**src/rtl/grid_stream_reader_pkg.sv**
```systemverilog
// Shared constants and beat tag layout for the grid stream reader.
// A 50x50 grid (2500 words) needs a 13-bit byte address; the 12-bit
// default suits grids of up to 2048 words.
package grid_stream_reader_pkg;

  localparam int DATA_WIDTH_DEF    = 16;
  localparam int ADDRESS_WIDTH_DEF = 12;
  localparam int DEPTH             = 2048;
  localparam int GRID_W_DEF        = 50;
  localparam int GRID_H_DEF        = 50;
  localparam int ROW_COL_WIDTH     = 6;

  typedef logic [ROW_COL_WIDTH-1:0] rc_t;

  // Per-beat sideband carried through the output FIFO alongside the data word
  typedef struct packed {
    rc_t  row;
    rc_t  col;
    logic last;
`ifdef GRID_READER_HALO_EN
    logic halo;
`endif
  } beat_tag_t;

  localparam logic [1:0] ST_IDLE  = 2'd0;
  localparam logic [1:0] ST_ISSUE = 2'd1;
  localparam logic [1:0] ST_DRAIN = 2'd2;
  localparam logic [1:0] ST_DONE  = 2'd3;

endpackage

```
**src/rtl/grid_stream_reader_fifo.sv**
```systemverilog
// Purpose: 2-entry synchronous FIFO with push/pop/count, generic width.
// Latency: a pushed word is visible on pop_data the cycle after the push.
// Backpressure: push while full is dropped unless a pop happens in the same cycle.
module stream_fifo2 #(
  parameter int WIDTH = 8
) (
  input  logic             clk,
  input  logic             rst,
  input  logic             push,
  input  logic [WIDTH-1:0] push_data,
  input  logic             pop,
  output logic [WIDTH-1:0] pop_data,
  output logic [1:0]       count,
  output logic             empty
);

  logic [WIDTH-1:0] mem_q [2];
  logic             wr_ptr_q;
  logic             rd_ptr_q;
  logic [1:0]       count_q;
  logic             do_push;
  logic             do_pop;

  assign do_pop   = pop && (count_q != 2'd0);
  assign do_push  = push && ((count_q != 2'd2) || do_pop);
  assign pop_data = mem_q[rd_ptr_q];
  assign count    = count_q;
  assign empty    = (count_q == 2'd0);

  // Pointer and occupancy bookkeeping
  always_ff @(posedge clk) begin
    if (rst) begin
      wr_ptr_q <= 1'b0;
      rd_ptr_q <= 1'b0;
      count_q  <= 2'd0;
    end else begin
      if (do_push) wr_ptr_q <= ~wr_ptr_q;
      if (do_pop)  rd_ptr_q <= ~rd_ptr_q;
      case ({do_push, do_pop})
        2'b10:   count_q <= count_q + 2'd1;
        2'b01:   count_q <= count_q - 2'd1;
        default: count_q <= count_q;
      endcase
    end
  end

  // Storage needs no reset; count gates visibility
  always_ff @(posedge clk) begin
    if (do_push) mem_q[wr_ptr_q] <= push_data;
  end

endmodule

```
**src/rtl/grid_stream_reader.sv**
```systemverilog
// Purpose: sweeps a GRID_H x GRID_W region of the grid RAM row-major and streams it out tagged.
// Latency: first out_valid 2 cycles after start is accepted; 1 beat/cycle with out_ready high.
// Backpressure: reads throttle so issued-but-unpopped words never exceed the 2-entry FIFO.
// Optional GRID_READER_HALO_EN adds out_halo, flagging beats on the region border.
module grid_stream_reader
  import grid_stream_reader_pkg::*;
#(
  parameter int DATA_WIDTH    = DATA_WIDTH_DEF,
  parameter int ADDRESS_WIDTH = ADDRESS_WIDTH_DEF,
  parameter int GRID_W        = GRID_W_DEF,
  parameter int GRID_H        = GRID_H_DEF
) (
  input  logic                     clk,
  input  logic                     rst,
  input  logic                     start,
  input  logic [ADDRESS_WIDTH-1:0] base_index,
  output logic                     busy,
  output logic                     done,
  output logic [ADDRESS_WIDTH-1:0] mem_addr,
  output logic                     mem_write_en,
  input  logic [DATA_WIDTH-1:0]    mem_data_in,
  output logic                     out_valid,
  input  logic                     out_ready,
  output logic [DATA_WIDTH-1:0]    out_data,
  output logic [ROW_COL_WIDTH-1:0] out_row,
  output logic [ROW_COL_WIDTH-1:0] out_col,
`ifdef GRID_READER_HALO_EN
  output logic                     out_halo,
`endif
  output logic                     out_last
);

  localparam int  TAG_W    = $bits(beat_tag_t);
  localparam int  FIFO_W   = DATA_WIDTH + TAG_W;
  localparam rc_t LAST_ROW = rc_t'(GRID_H - 1);
  localparam rc_t LAST_COL = rc_t'(GRID_W - 1);
  localparam rc_t RC_ONE   = rc_t'(1);
  localparam logic [ADDRESS_WIDTH-1:0] IDX_ONE = ADDRESS_WIDTH'(1);

  logic [1:0]               state_q;
  logic [ADDRESS_WIDTH-1:0] idx_q;
  rc_t                      row_q;
  rc_t                      col_q;
  logic                     inflight_q;
  beat_tag_t                tag_q;
  beat_tag_t                issue_tag;
  beat_tag_t                out_tag;
  logic [1:0]               fifo_count;
  logic                     fifo_empty;
  logic [FIFO_W-1:0]        fifo_out;
  logic [2:0]               occ;
  logic                     pop;
  logic                     issue;
  logic                     at_last;
  logic                     drain_done;
  logic [ADDRESS_WIDTH:0]   addr_wide;
  logic                     unused_addr_msb;

  // Occupancy counts words already in the FIFO plus the read whose data lands next cycle
  assign pop        = out_valid && out_ready;
  assign occ        = {1'b0, fifo_count} + {2'b00, inflight_q};
  assign issue      = (state_q == ST_ISSUE) && ((occ < 3'd2) || ((occ == 3'd2) && pop));
  assign at_last    = (row_q == LAST_ROW) && (col_q == LAST_COL);
  assign drain_done = !inflight_q && (fifo_empty || ((fifo_count == 2'd1) && pop));

  assign addr_wide       = {idx_q, 1'b0};
  assign mem_addr        = addr_wide[ADDRESS_WIDTH-1:0];
  assign unused_addr_msb = addr_wide[ADDRESS_WIDTH];
  assign mem_write_en    = 1'b0;

  assign busy      = (state_q == ST_ISSUE) || (state_q == ST_DRAIN);
  assign done      = (state_q == ST_DONE);
  assign out_valid = !fifo_empty;
  assign out_data  = fifo_out[FIFO_W-1 -: DATA_WIDTH];
  assign out_tag   = fifo_out[TAG_W-1:0];
  assign out_row   = out_tag.row;
  assign out_col   = out_tag.col;
  assign out_last  = out_tag.last;
`ifdef GRID_READER_HALO_EN
  assign out_halo  = out_tag.halo;
`endif

  // Tags describing the read being issued this cycle
  always_comb begin
    issue_tag      = '0;
    issue_tag.row  = row_q;
    issue_tag.col  = col_q;
    issue_tag.last = at_last;
`ifdef GRID_READER_HALO_EN
    issue_tag.halo = (row_q == '0) || (row_q == LAST_ROW) || (col_q == '0) || (col_q == LAST_COL);
`endif
  end

  // Sweep FSM: running word index plus row/column counters, in-flight tag latch
  always_ff @(posedge clk) begin
    if (rst) begin
      state_q    <= ST_IDLE;
      idx_q      <= '0;
      row_q      <= '0;
      col_q      <= '0;
      inflight_q <= 1'b0;
      tag_q      <= '0;
    end else begin
      inflight_q <= issue;
      if (issue) tag_q <= issue_tag;
      case (state_q)
        ST_IDLE: begin
          if (start) begin
            idx_q   <= base_index;
            row_q   <= '0;
            col_q   <= '0;
            state_q <= ST_ISSUE;
          end
        end
        ST_ISSUE: begin
          if (issue) begin
            idx_q <= idx_q + IDX_ONE;
            if (col_q == LAST_COL) begin
              col_q <= '0;
              row_q <= row_q + RC_ONE;
            end else begin
              col_q <= col_q + RC_ONE;
            end
            if (at_last) state_q <= ST_DRAIN;
          end
        end
        ST_DRAIN: begin
          if (drain_done) state_q <= ST_DONE;
        end
        default: state_q <= ST_IDLE;
      endcase
    end
  end

  stream_fifo2 #(.WIDTH(FIFO_W)) u_fifo (
    .clk       (clk),
    .rst       (rst),
    .push      (inflight_q),
    .push_data ({mem_data_in, tag_q}),
    .pop       (pop),
    .pop_data  (fifo_out),
    .count     (fifo_count),
    .empty     (fifo_empty)
  );

endmodule

```
**config.mk**
```make
export PLATFORM = sky130hd
export DESIGN_NAME = grid_stream_reader
export DESIGN_NICKNAME = d
export VERILOG_FILES = /design/src/rtl/grid_stream_reader_pkg.sv /design/src/rtl/grid_stream_reader_fifo.sv /design/src/rtl/grid_stream_reader.sv
export SDC_FILE = /design/constraint.sdc
export NUM_CORES = 1
export LEC_CHECK = 0
export BUFFER_PORTS_ARGS = -buffer_cell sky130_fd_sc_hd__buf_2
export CAP_MARGIN = 20
export CORE_MARGIN = 3
export CORE_UTILIZATION = 42
export CTS_BUF_LIST = sky130_fd_sc_hd__clkbuf_4
export DETAILED_ROUTE_END_ITERATION = 10
export SLEW_MARGIN = 20
export SYNTH_ARGS = -nofsm -noshare
export SYNTH_HDL_FRONTEND = slang
export SYNTH_HIERARCHICAL = 1
export SYNTH_SLANG_ARGS = --single-unit
```
**constraint.sdc**
```tcl
create_clock -name clk -period 2.9 [get_ports clk]
set_input_delay 0.29 -clock clk [delete_from_list [all_inputs] [get_ports clk]]
set_output_delay 0.29 -clock clk [all_outputs]
set_load 0.005 [all_outputs]
```
======== After elaboration in Yosys (flattened, before gate mapping) ========
Memories as Yosys holds them, arrays and structs flattened. A register that Yosys moved wholly into a read port is not among the register bits.
Cells that the tools add are included.
cells by class
  add/subtract/negate cells ............... 6
  order comparisons ....................... 1
  equality and inequality tests ........... 15
  mux-type cells .......................... 20
  bitwise gates (word level) .............. 2
  reduce and logical (&&, ||, !) cells .... 22
operators with widths
  cell                                                  count
  two-way mux 6 bit                                     5
  two-way mux 12 bit                                    2
  one-hot mux 12 bit (2 select lines)                   1
  one-hot mux 6 bit (2 select lines)                    2
  adder 12 x 1 -> 12 bit (second input constant)        1
  adder 6 x 1 -> 6 bit (second input constant)          2
  equality test 6 bit (second input constant)           2
  inequality test 2 bit (second input constant)         5
  logical AND 1 bit                                     8
  two-way mux 2 bit                                     4
  AND reduction 4 bit                                   2
  equality test 2 x 1 -> 1 bit (second input constant)  3
  equality test 2 bit (second input constant)           3
  one-hot mux 2 bit (3 select lines)                    1
  nonzero test 2 bit                                    3
  zero test 2 bit                                       2
  logical OR 1 bit                                      4
  two-way mux 1 bit                                     4
  one-hot mux 2 bit (2 select lines)                    1
  adder 2 x 1 -> 3 bit                                  1
  equality test 3 x 2 -> 1 bit (second input constant)  1
  < comparator 3 x 2 -> 1 bit (second input constant)   1
  AND reduction 3 bit                                   1
  adder 2 x 1 -> 2 bit (second input constant)          1
  4 further kinds                                       6
storage, ports and cells
  bits in registers ....................... 44
  bits in writable memories ............... 58
  input port bits ......................... 32
  output and inout port bits .............. 45
  word-level logic and storage cells ...... 78
  memories kept ........................... 1
memory list
  memory        words  width  rd ports  clocked after Yosys merged registers in  wr ports  line                           text
  u_fifo.mem_q  2      29     1         1                                        1         grid_stream_reader_fifo.sv:17  logic [WIDTH-1:0] mem_q [2];

======== Longest topological paths before layout ========
Gate-level depths: netlist of the first run.
  depth after elaboration ................. 8
  depth in mapped cells ................... 9
  gate-level depth less buffers ........... 8

======== Modules after synthesis ========
Netlist of the first run, hierarchy kept.
modules (own cells, without submodules)
  module              times used  cells each  area an instance (µm²)  sequential area each (µm²)
  stream_fifo2        1           120         2,352.3                 1,841.8
  grid_stream_reader  1           262         2,117.0                 780.7

======== Worst setup path after synthesis of the first run ========
No wires, ideal clock.
  path kind ............................... flip-flop to flip-flop
  start point ............................. reg u_fifo.count_q[0] (netlist: u_fifo/count[0])
  end point ............................... mem u_fifo/mem_q[0][0] in the netlist's numbering (enable)
  library setup time ...................... 0.415 ns
  arrival time ............................ 2.193 ns
  data required time ...................... 2.485 ns
  setup slack ............................. 0.292 ns
  cell stages (with the launch flop) ...... 5
  buffers on the path ..................... 0
  period minus slack after synthesis ...... 2.608 ns
  cells stage by stage .................... dfxtp_1 nor2_1 and2b_2 o31ai_4 nor2_1
on the way
  longest elaborated chain between the ends .. 8
  elaborated cells on any way between the ends .. 10
  those cells by class .................... eq/ne (1); mux (2); reduce/logical (7)
ends and longest elaborated chain
  element                                  line                           text
  start, declared                          grid_stream_reader_fifo.sv:20  logic [1:0] count_q;
  start signal, assigned                   grid_stream_reader_fifo.sv:40  2'b10: count_q <= count_q + 2'd1;
  start signal, assigned                   grid_stream_reader_fifo.sv:41  2'b01: count_q <= count_q - 2'd1;
  start signal, assigned                   grid_stream_reader_fifo.sv:42  default: count_q <= count_q;
  zero test 2 bit                          grid_stream_reader_fifo.sv:28  assign empty = (count_q == 2'd0);
  via fifo_empty                           grid_stream_reader.sv:49       logic fifo_empty;
  zero test 1 bit                          grid_stream_reader.sv:73       assign out_valid = !fifo_empty;
  logical AND 1 bit                        grid_stream_reader.sv:60       assign pop = out_valid && out_ready;
  via pop                                  grid_stream_reader.sv:52       logic pop;
  logical AND 1 bit                        grid_stream_reader_fifo.sv:24  assign do_pop = pop && (count_q != 2'd0);
  logical OR 1 bit                         grid_stream_reader_fifo.sv:25  assign do_push = push && ((count_q != 2'd2) || do_pop);
  logical AND 1 bit                        grid_stream_reader_fifo.sv:25
  two-way mux 1 bit                        grid_stream_reader_fifo.sv:49  if (do_push) mem_q[wr_ptr_q] <= push_data;
  two-way mux 1 bit (not written as such)  grid_stream_reader_fifo.sv:49
  end, declared                            grid_stream_reader_fifo.sv:17
The timed path passes the listed nets, and every way through them passes these cells.

======== Final worst setup path of the first run ========
  start point ............................. reg u_fifo.count_q[0] (netlist: u_fifo/count[0])
  end point ............................... reg idx_q[10]
on the way
  longest elaborated chain between the ends .. 8
  elaborated cells on any way between the ends .. 11
  those cells by class .................... add/sub (1); order compare (1); eq/ne (2); reduce/logical (7)
ends and longest elaborated chain
  element                                                                       line                       text
  parallel branches: the longest is 4 deep, another holds adder 2 x 1 -> 3 bit  n/a
  logical OR 1 bit *                                                            grid_stream_reader.sv:62   assign issue = (state_q == ST_ISSUE) && ((occ < 3'd2) || ((occ == 3'd2) && pop));
  logical AND 1 bit *                                                           grid_stream_reader.sv:62
  inequality test 2 bit (no source line) *                                      n/a
  AND reduction 3 bit (no source line) *                                        n/a
  end signal, assigned                                                          grid_stream_reader.sv:109  idx_q <= base_index;
  end signal, assigned                                                          grid_stream_reader.sv:117  idx_q <= idx_q + IDX_ONE;
  end, declared                                                                 grid_stream_reader.sv:41   logic [ADDRESS_WIDTH-1:0] idx_q;
Every way passes the cells marked *.
A chain may end at the register's enable or synchronous reset.

==> results of run 1 <==
## what timing repair did
item                                   in CTS  in global routing
gates resized for setup                     0                  0
endpoints found under the hold margin      32                  0
hold buffers                               16                  0
## registers in the layout, indices dropped and copies added, names as in the netlist, named ones only
name             cells
u_fifo/count         2
tag_q               13
col_q                6
inflight_q           1
u_fifo/rd_ptr_q      1
u_fifo/wr_ptr_q      1
state_q              2
u_fifo/mem_q        58
idx_q               11
row_q                6
## cells in the final DEF (no fill, tap or decap), drive strengths merged, types with 4 or more instances in the layout
cell type and count:
buf 84, edfxtp 58, dfxtp 44, nand2 31, mux2 30, a21oi 29
nor2 26, inv 22, nand3 20, o21ai 17, dlygate4sd3 16, ha 13
clkbuf 9, mux2i 6, nand4 6, nor3 6, o32ai 5, xnor2 5
nor2b 4, a31oi 4, o31ai 4
## worst max-delay path by stage
stage               startpoint                  to  slack, ns  cells after the start
6_report       u_fifo/count[0]           idx_q[10]       0.34                      8
5_1_grt        u_fifo/count[0]           idx_q[10]       0.16                      8
4_1_cts        u_fifo/count[0]           idx_q[10]       0.33                      8
3_3_place_gp   u_fifo/count[0]            idx_q[9]       0.43                      8
3_5_place_dp   u_fifo/count[0]            idx_q[7]       0.38                      8
2_1_floorplan  u_fifo/count[0]  u_fifo/mem_q[0][0]       0.29                      4
## power by group through the flow
stage               clock, mW  combinational [mW]  sequential, mW
floorplan                   0               0.639            1.85
global placement            0               0.939            1.86
detailed placement          0               0.964            1.87
CTS                     0.709               0.984            1.84
global route            0.771                1.09            1.87
finish                  0.681               0.967            1.84
## per-stage QoR
step	instance area, um^2	util	setup slack [ns]	std cells
global placement	4990	0.483	0.434	583
global route	5270	0.511	0.157	615
CTS	5270	0.511	0.329	615
detailed placement	4990	0.483	0.379	583
finish	5270	0.511	0.337	615
floorplan	4470	-	0.292	383
## layer usage
metal,wire (um),GRT usage,vias up
li1,-,-,1574
met3,573,0.0355,9
met1,3860,0.187,1465
met5,0,0,-
met2,4030,0.250,89
met4,115,0.0604,0
## cell type report
type	instances	area, um^2
Fill cell	960	5050
Sequential cell	102	2620
Multi-Input combinational cell	242	1670
Timing Repair Buffer	100	608
Tap cell	136	170
Inverter	19	73.8
Clock buffer	9	67.6
Clock inverter	7	56.3
## synthesized netlist by cell type, types with 3 or more instances
library cell,number
a21oi_1,29
o21ai_0,17
mux2_2,29
nand4_1,6
buf_2,3
a31oi_1,4
nor2_1,24
nand3_1,20
clkbuf_1,7
mux2i_1,6
o31ai_1,3
ha_1,13
nand2_1,31
inv_1,17
buf_4,4
dfxtp_1,44
nor3_1,6
o32ai_1,5
nor2b_1,4
xnor2_1,5
buf_1,4
edfxtp_1,58
## logic make-up after synthesis
group	after synthesis	share of synthesized area
AO/OA/AOI/OAI	72	0.103
XOR/XNOR	7	0.0137
adder cells (fa/ha/maj)	13	0.0364
buffers and inverters	39	0.0409
flip-flops	102	0.587
multiplexers	36	0.0899
other	1	0.000839
AND/OR/NAND/NOR	112	0.129
## worst reg2reg max path: cells and delay by family, from the launching register on
| family | cells | cell delay (ns) |
|---|---|---|
| flip-flops | 1 | 0.55 |
| adder cells (fa/ha/maj) | 2 | 0.48 |
| AO/OA/AOI/OAI | 3 | 0.82 |
| buffers and inverters | 1 | 0.05 |
| AND/OR/NAND/NOR | 2 | 0.56 |
==> flow_summary_export.csv, run 1 <==
group,metric,value,unit
cts,root_buffer,"clkbuf_4",
worst_hold_path,whs_endpoint,"idx_q[6]",
synthesis,synth_edf_count,58,
pwr,powerDensity,661,mW/mm^2
critical_path,worst_path_most_repeated_cell,"ha_1",
global_routing,grt_max_degree,34,
detailed_routing,routed_wl,8580,um
cts,clock_latency,0.46,ns
pwr,pwr-share-seq,0.527,
die,pin_count,77,
critical_path,critPathSlowestCell,"dfxtp_1",
global_routing,grt_use_total,0.150,
worst_hold_path,hp-class,"input port to flip-flop",
cts,cts.clk_slew.worst_paths,0.17,ns
status,status,"finished, final reports clean",
cells_and_area,antenna-diode-count,0,
timing,slew-limit-headroom,0.650,
cells_and_area,nets,519,
critical_path,ff2ff_path_depth,8,
pwr,peakVddDrop,0.341,mV
timing,setup-violations-final,0,
global_routing,gr-total-overflow,0,
pwr,p_total,3.48,mW
synthesis,synthCells,382,
global_routing,grt_pass1_wl,14000,um
place,portBuffers,73,
place,hpwl,5720,um
critical_path,reg2reg_slack,0.34,ns
synthesis,syn_area,0.00447,mm^2
cts,tritoncts.num_buffers,9,
synthesis,yosysSeqAreaShare,0.587,
pwr,power_leakage,1.99,nW
synthesis,syn_area_per_cell,11.7,um^2
timing,post-route-period-util,0.884,
pwr,p_comb_frac,0.277,
worst_hold_path,min_path_cells,3,
critical_path,start_kind,"flip-flop",
synthesis,ys_warn_count,6,
pwr,clkPwrFrac,0.195,
timing,rsz0062_at_grt,"no",
die,die_h,109,um
critical_path,path_delay_family,"compound AO/OA/AOI/OAI gates",
critical_path,critPathKind,"flip-flop to flip-flop",
critical_path,cp_num_buf_inv,1,
timing,maxSlewViolCount,0,
detailed_routing,drt_pre_antenna_iters,4,
critical_path,r2r-end,"idx_q[10]",
worst_hold_path,hold_path.startpoint,"base_index[6]",
cells_and_area,area_delta_synth_final,17.9,%
pwr,swShare,0.335,
detailed_routing,num_vias,3137,
critical_path,cp_max_fo,10,
critical_path,r2r_start,"u_fifo/count[0]",
critical_path,cp.arrival,2.93,ns
synthesis,synth_cell_types,55,
pwr,intPower,2.32,mW
global_routing,antenna_found_initial,0,
cells_and_area,drive_above_1_share,0.296,
synthesis,yosys-top-cells-area,"edfxtp_1 (39%), dfxtp_1 (20%), mux2_2 (7.3%)",
detailed_routing,drtIter0Drc,165,
detailed_routing,viasPerCell,5.10,
die,dieArea,0.0119,mm^2
critical_path,critPathRequiredTime,3.27,ns
timing,finClkSkew,0.0226,ns
critical_path,timing.critical_path.to_type,"flip-flop",
cts,h-tree-depth,3,
run,cap_viol_max_count,0,
timing,whs,0.0924,ns
cts,clockBufferDepth,2,
global_routing,grt_pass1_vias,3013,
timing,finalHoldViolations,0,
timing,period_needed,2.56,ns
pwr,switching_power,1.17,mW
synthesis,ys_ff_latch,102,
synthesis,ys_dominant_reg_cell,"edfxtp_1",
timing,finalSetupTns,0,ns
synthesis,synth_top_area_frac,0.390,
critical_path,worstPathCellList,"ha_1 > inv_1 > ha_1 > nor3b_2 > a211oi_2 > or2_1 > a21oi_1 > o32ai_1",
cts,clock_sinks,102,
place,place.gp.congestion,0.800,
cts,postCtsSetupRepairBufs,0,
detailed_routing,drc,0,
detailed_routing,ant_nets,0,
die,initial_core_util,0.433,
die,die_w,109,um
synthesis,async_flop_share,0,
timing,fmax,390,MHz
die,core-area,0.0103,mm^2
cts,cts_tree,"done",
detailed_routing,wl_per_cell,14.0,um
timing,max_slew.worst_pin.slew,0.524,ns
synthesis,synth_area_leader_cell,"edfxtp_1",
critical_path,cpPeakStageDelay,0.55,ns
die,fp-row-count,37,
Note: power is estimated with default switching activity, not from simulation.
==> run 2, diff against run 1 <==
--- a/config.mk
+++ b/config.mk
@@ -9,7 +9,7 @@
 export CAP_MARGIN = 20
 export CORE_MARGIN = 3
 export CORE_UTILIZATION = 42
-export CTS_BUF_LIST = sky130_fd_sc_hd__clkbuf_4
+export CTS_BUF_LIST = sky130_fd_sc_hd__clkbuf_4 sky130_fd_sc_hd__clkbuf_8
 export DETAILED_ROUTE_END_ITERATION = 10
 export SLEW_MARGIN = 20
 export SYNTH_ARGS = -nofsm -noshare
==> flow_summary_export.csv, run 2 (synthesized netlist as in run 1, its figures left out) <==
group,metric,value,unit
worst_hold_path,hp-class,"input port to flip-flop",
cts,cts_resized,0,
detailed_routing,drtIter0Drc,155,
timing,finClkSkew,0.0157,ns
timing,max_slew.worst_pin.slew,0.509,ns
critical_path,cp_max_fo,10,
cells_and_area,largest_register_ff_count,58,
detailed_routing,routed_wl,8440,um
timing,setup-violations-final,0,
die,fp-row-count,37,
cells_and_area,layout_common_cells,"buf_2 (73), edfxtp_1 (58), dfxtp_1 (44)",
critical_path,cp.arrival,2.81,ns
detailed_routing,drc,0,
detailed_routing,wl_per_cell,14.1,um
timing,fmax,393,MHz
global_routing,gr-total-overflow,0,
pwr,peakVddDrop,0.330,mV
detailed_routing,viasPerCell,5.13,
die,initial_core_util,0.433,
place,hpwl,5720,um
die,pin_count,77,
cts,root_buffer,"clkbuf_8",
global_routing,grt_pass1_wl,13800,um
critical_path,start_kind,"flip-flop",
worst_hold_path,min_path_cells,1,
cts,clock_sinks,102,
critical_path,critPathKind,"flip-flop to flip-flop",
global_routing,met3_usage,0.0385,
place,pre_cts_slack,0.379,ns
die,core-area,0.0103,mm^2
die,dieArea,0.0119,mm^2
cts,postCtsHoldBufs,0,
timing,rsz0062_at_grt,"no",
detailed_routing,ant_nets,0,
run,cap_viol_max_count,0,
cells_and_area,finalNonFillerCells,599,
critical_path,ff2ff_path_depth,8,
global_routing,met2_usage,0.242,
global_routing,antenna_found_initial,0,
cells_and_area,largest-register,"u_fifo/mem_q",
timing,period_needed,2.54,ns
global_routing,grt_max_degree,34,
global_routing,gr-max-usage-layer,"met2",
cts,h-tree-depth,3,
global_routing,grt_use_total,0.148,
global_routing,use_met1,0.186,
timing,maxSlewViolCount,0,
timing,setup_slack,0.358,ns
die,die_h,109,um
detailed_routing,num_vias,3070,
cells_and_area,antenna-diode-count,0,
cells_and_area,area_delta_synth_final,15.6,%
cells_and_area,nets,503,
critical_path,timing.critical_path.to_type,"flip-flop",
timing,finalHoldViolations,0,
pwr,powerDensity,701,mW/mm^2
cells_and_area,final_common_cell,"buf_2",
cells_and_area,drive_above_1_share,0.307,
cts,tritoncts.num_buffers,9,
cts,clock_latency,0.37,ns
status,status,"finished, final reports clean",
cts,cts.clk_slew.worst_paths,0.11,ns
critical_path,critPathRequiredTime,3.17,ns
cts,postCtsSetupRepairBufs,0,
pwr,power_leakage,1.95,nW
place,placed_cells,583,
timing,finalSetupTns,0,ns
die,die_w,109,um
timing,slew-limit-headroom,0.660,
global_routing,grt_pass1_vias,2942,
detailed_routing,drt_pre_antenna_iters,4,
timing,post-route-period-util,0.877,
cells_and_area,fin_util,0.501,
cts,cts_tree,"done",
cells_and_area,reg_top3,"u_fifo/mem_q: 58 flops, tag_q: 13 flops, idx_q: 11 flops",
place,place.gp.congestion,0.800,
cts,clockBufferDepth,2,
place,portBuffers,73,
[run 2: critical path: stages, from the launching register on]
cell      delay, ns
dfxtp_1        0.52
ha_1           0.23
inv_1          0.05
ha_1           0.25
nor3b_2        0.16
a211oi_2       0.48
or2_1          0.40
a21oi_1        0.08
o32ai_1        0.26
[run 2: routing by layer]
layer,part of all wire,vias up
met5,0,-
met4,0.013,0
met3,0.064,11
met2,0.47,77
met1,0.46,1444
li1,-,1538
[run 2: where the power goes]
part           internal, mW  switching (mW)
sequential             1.71           0.131
clock                 0.324           0.512
combinational         0.410           0.541
[run 2: cell type report]
| cell class | count | area [um^2] |
|---|---|---|
| clock buffer | 9 | 124 |
| clock inverter | 7 | 56.3 |
| fill | 973 | 5160 |
| inverter | 19 | 73.8 |
| multi-input combinational | 242 | 1670 |
| sequential | 102 | 2620 |
| tap | 136 | 170 |
| timing repair buffer | 84 | 448 |
[run 2: worst paths after layout]
check             startpoint                   to  slack, ns
max          u_fifo/count[0]            idx_q[10]       0.36
min           mem_data_in[7]  u_fifo/mem_q[0][20]       0.11
max reg2reg  u_fifo/count[0]            idx_q[10]       0.36
min reg2reg         tag_q[2]   u_fifo/mem_q[1][2]       0.46
[run 2: stage by stage]
step | hold WS, ns | area [um^2] | power, mW
global route | 0.0801 | 5170 | 3.86
detailed placement | 0.438 | 4990 | 2.83
CTS | 0.0918 | 5170 | 3.67
finish | 0.108 | 5170 | 3.62
floorplan | 0.362 | 4470 | 2.49
global placement | 0.434 | 4990 | 2.80
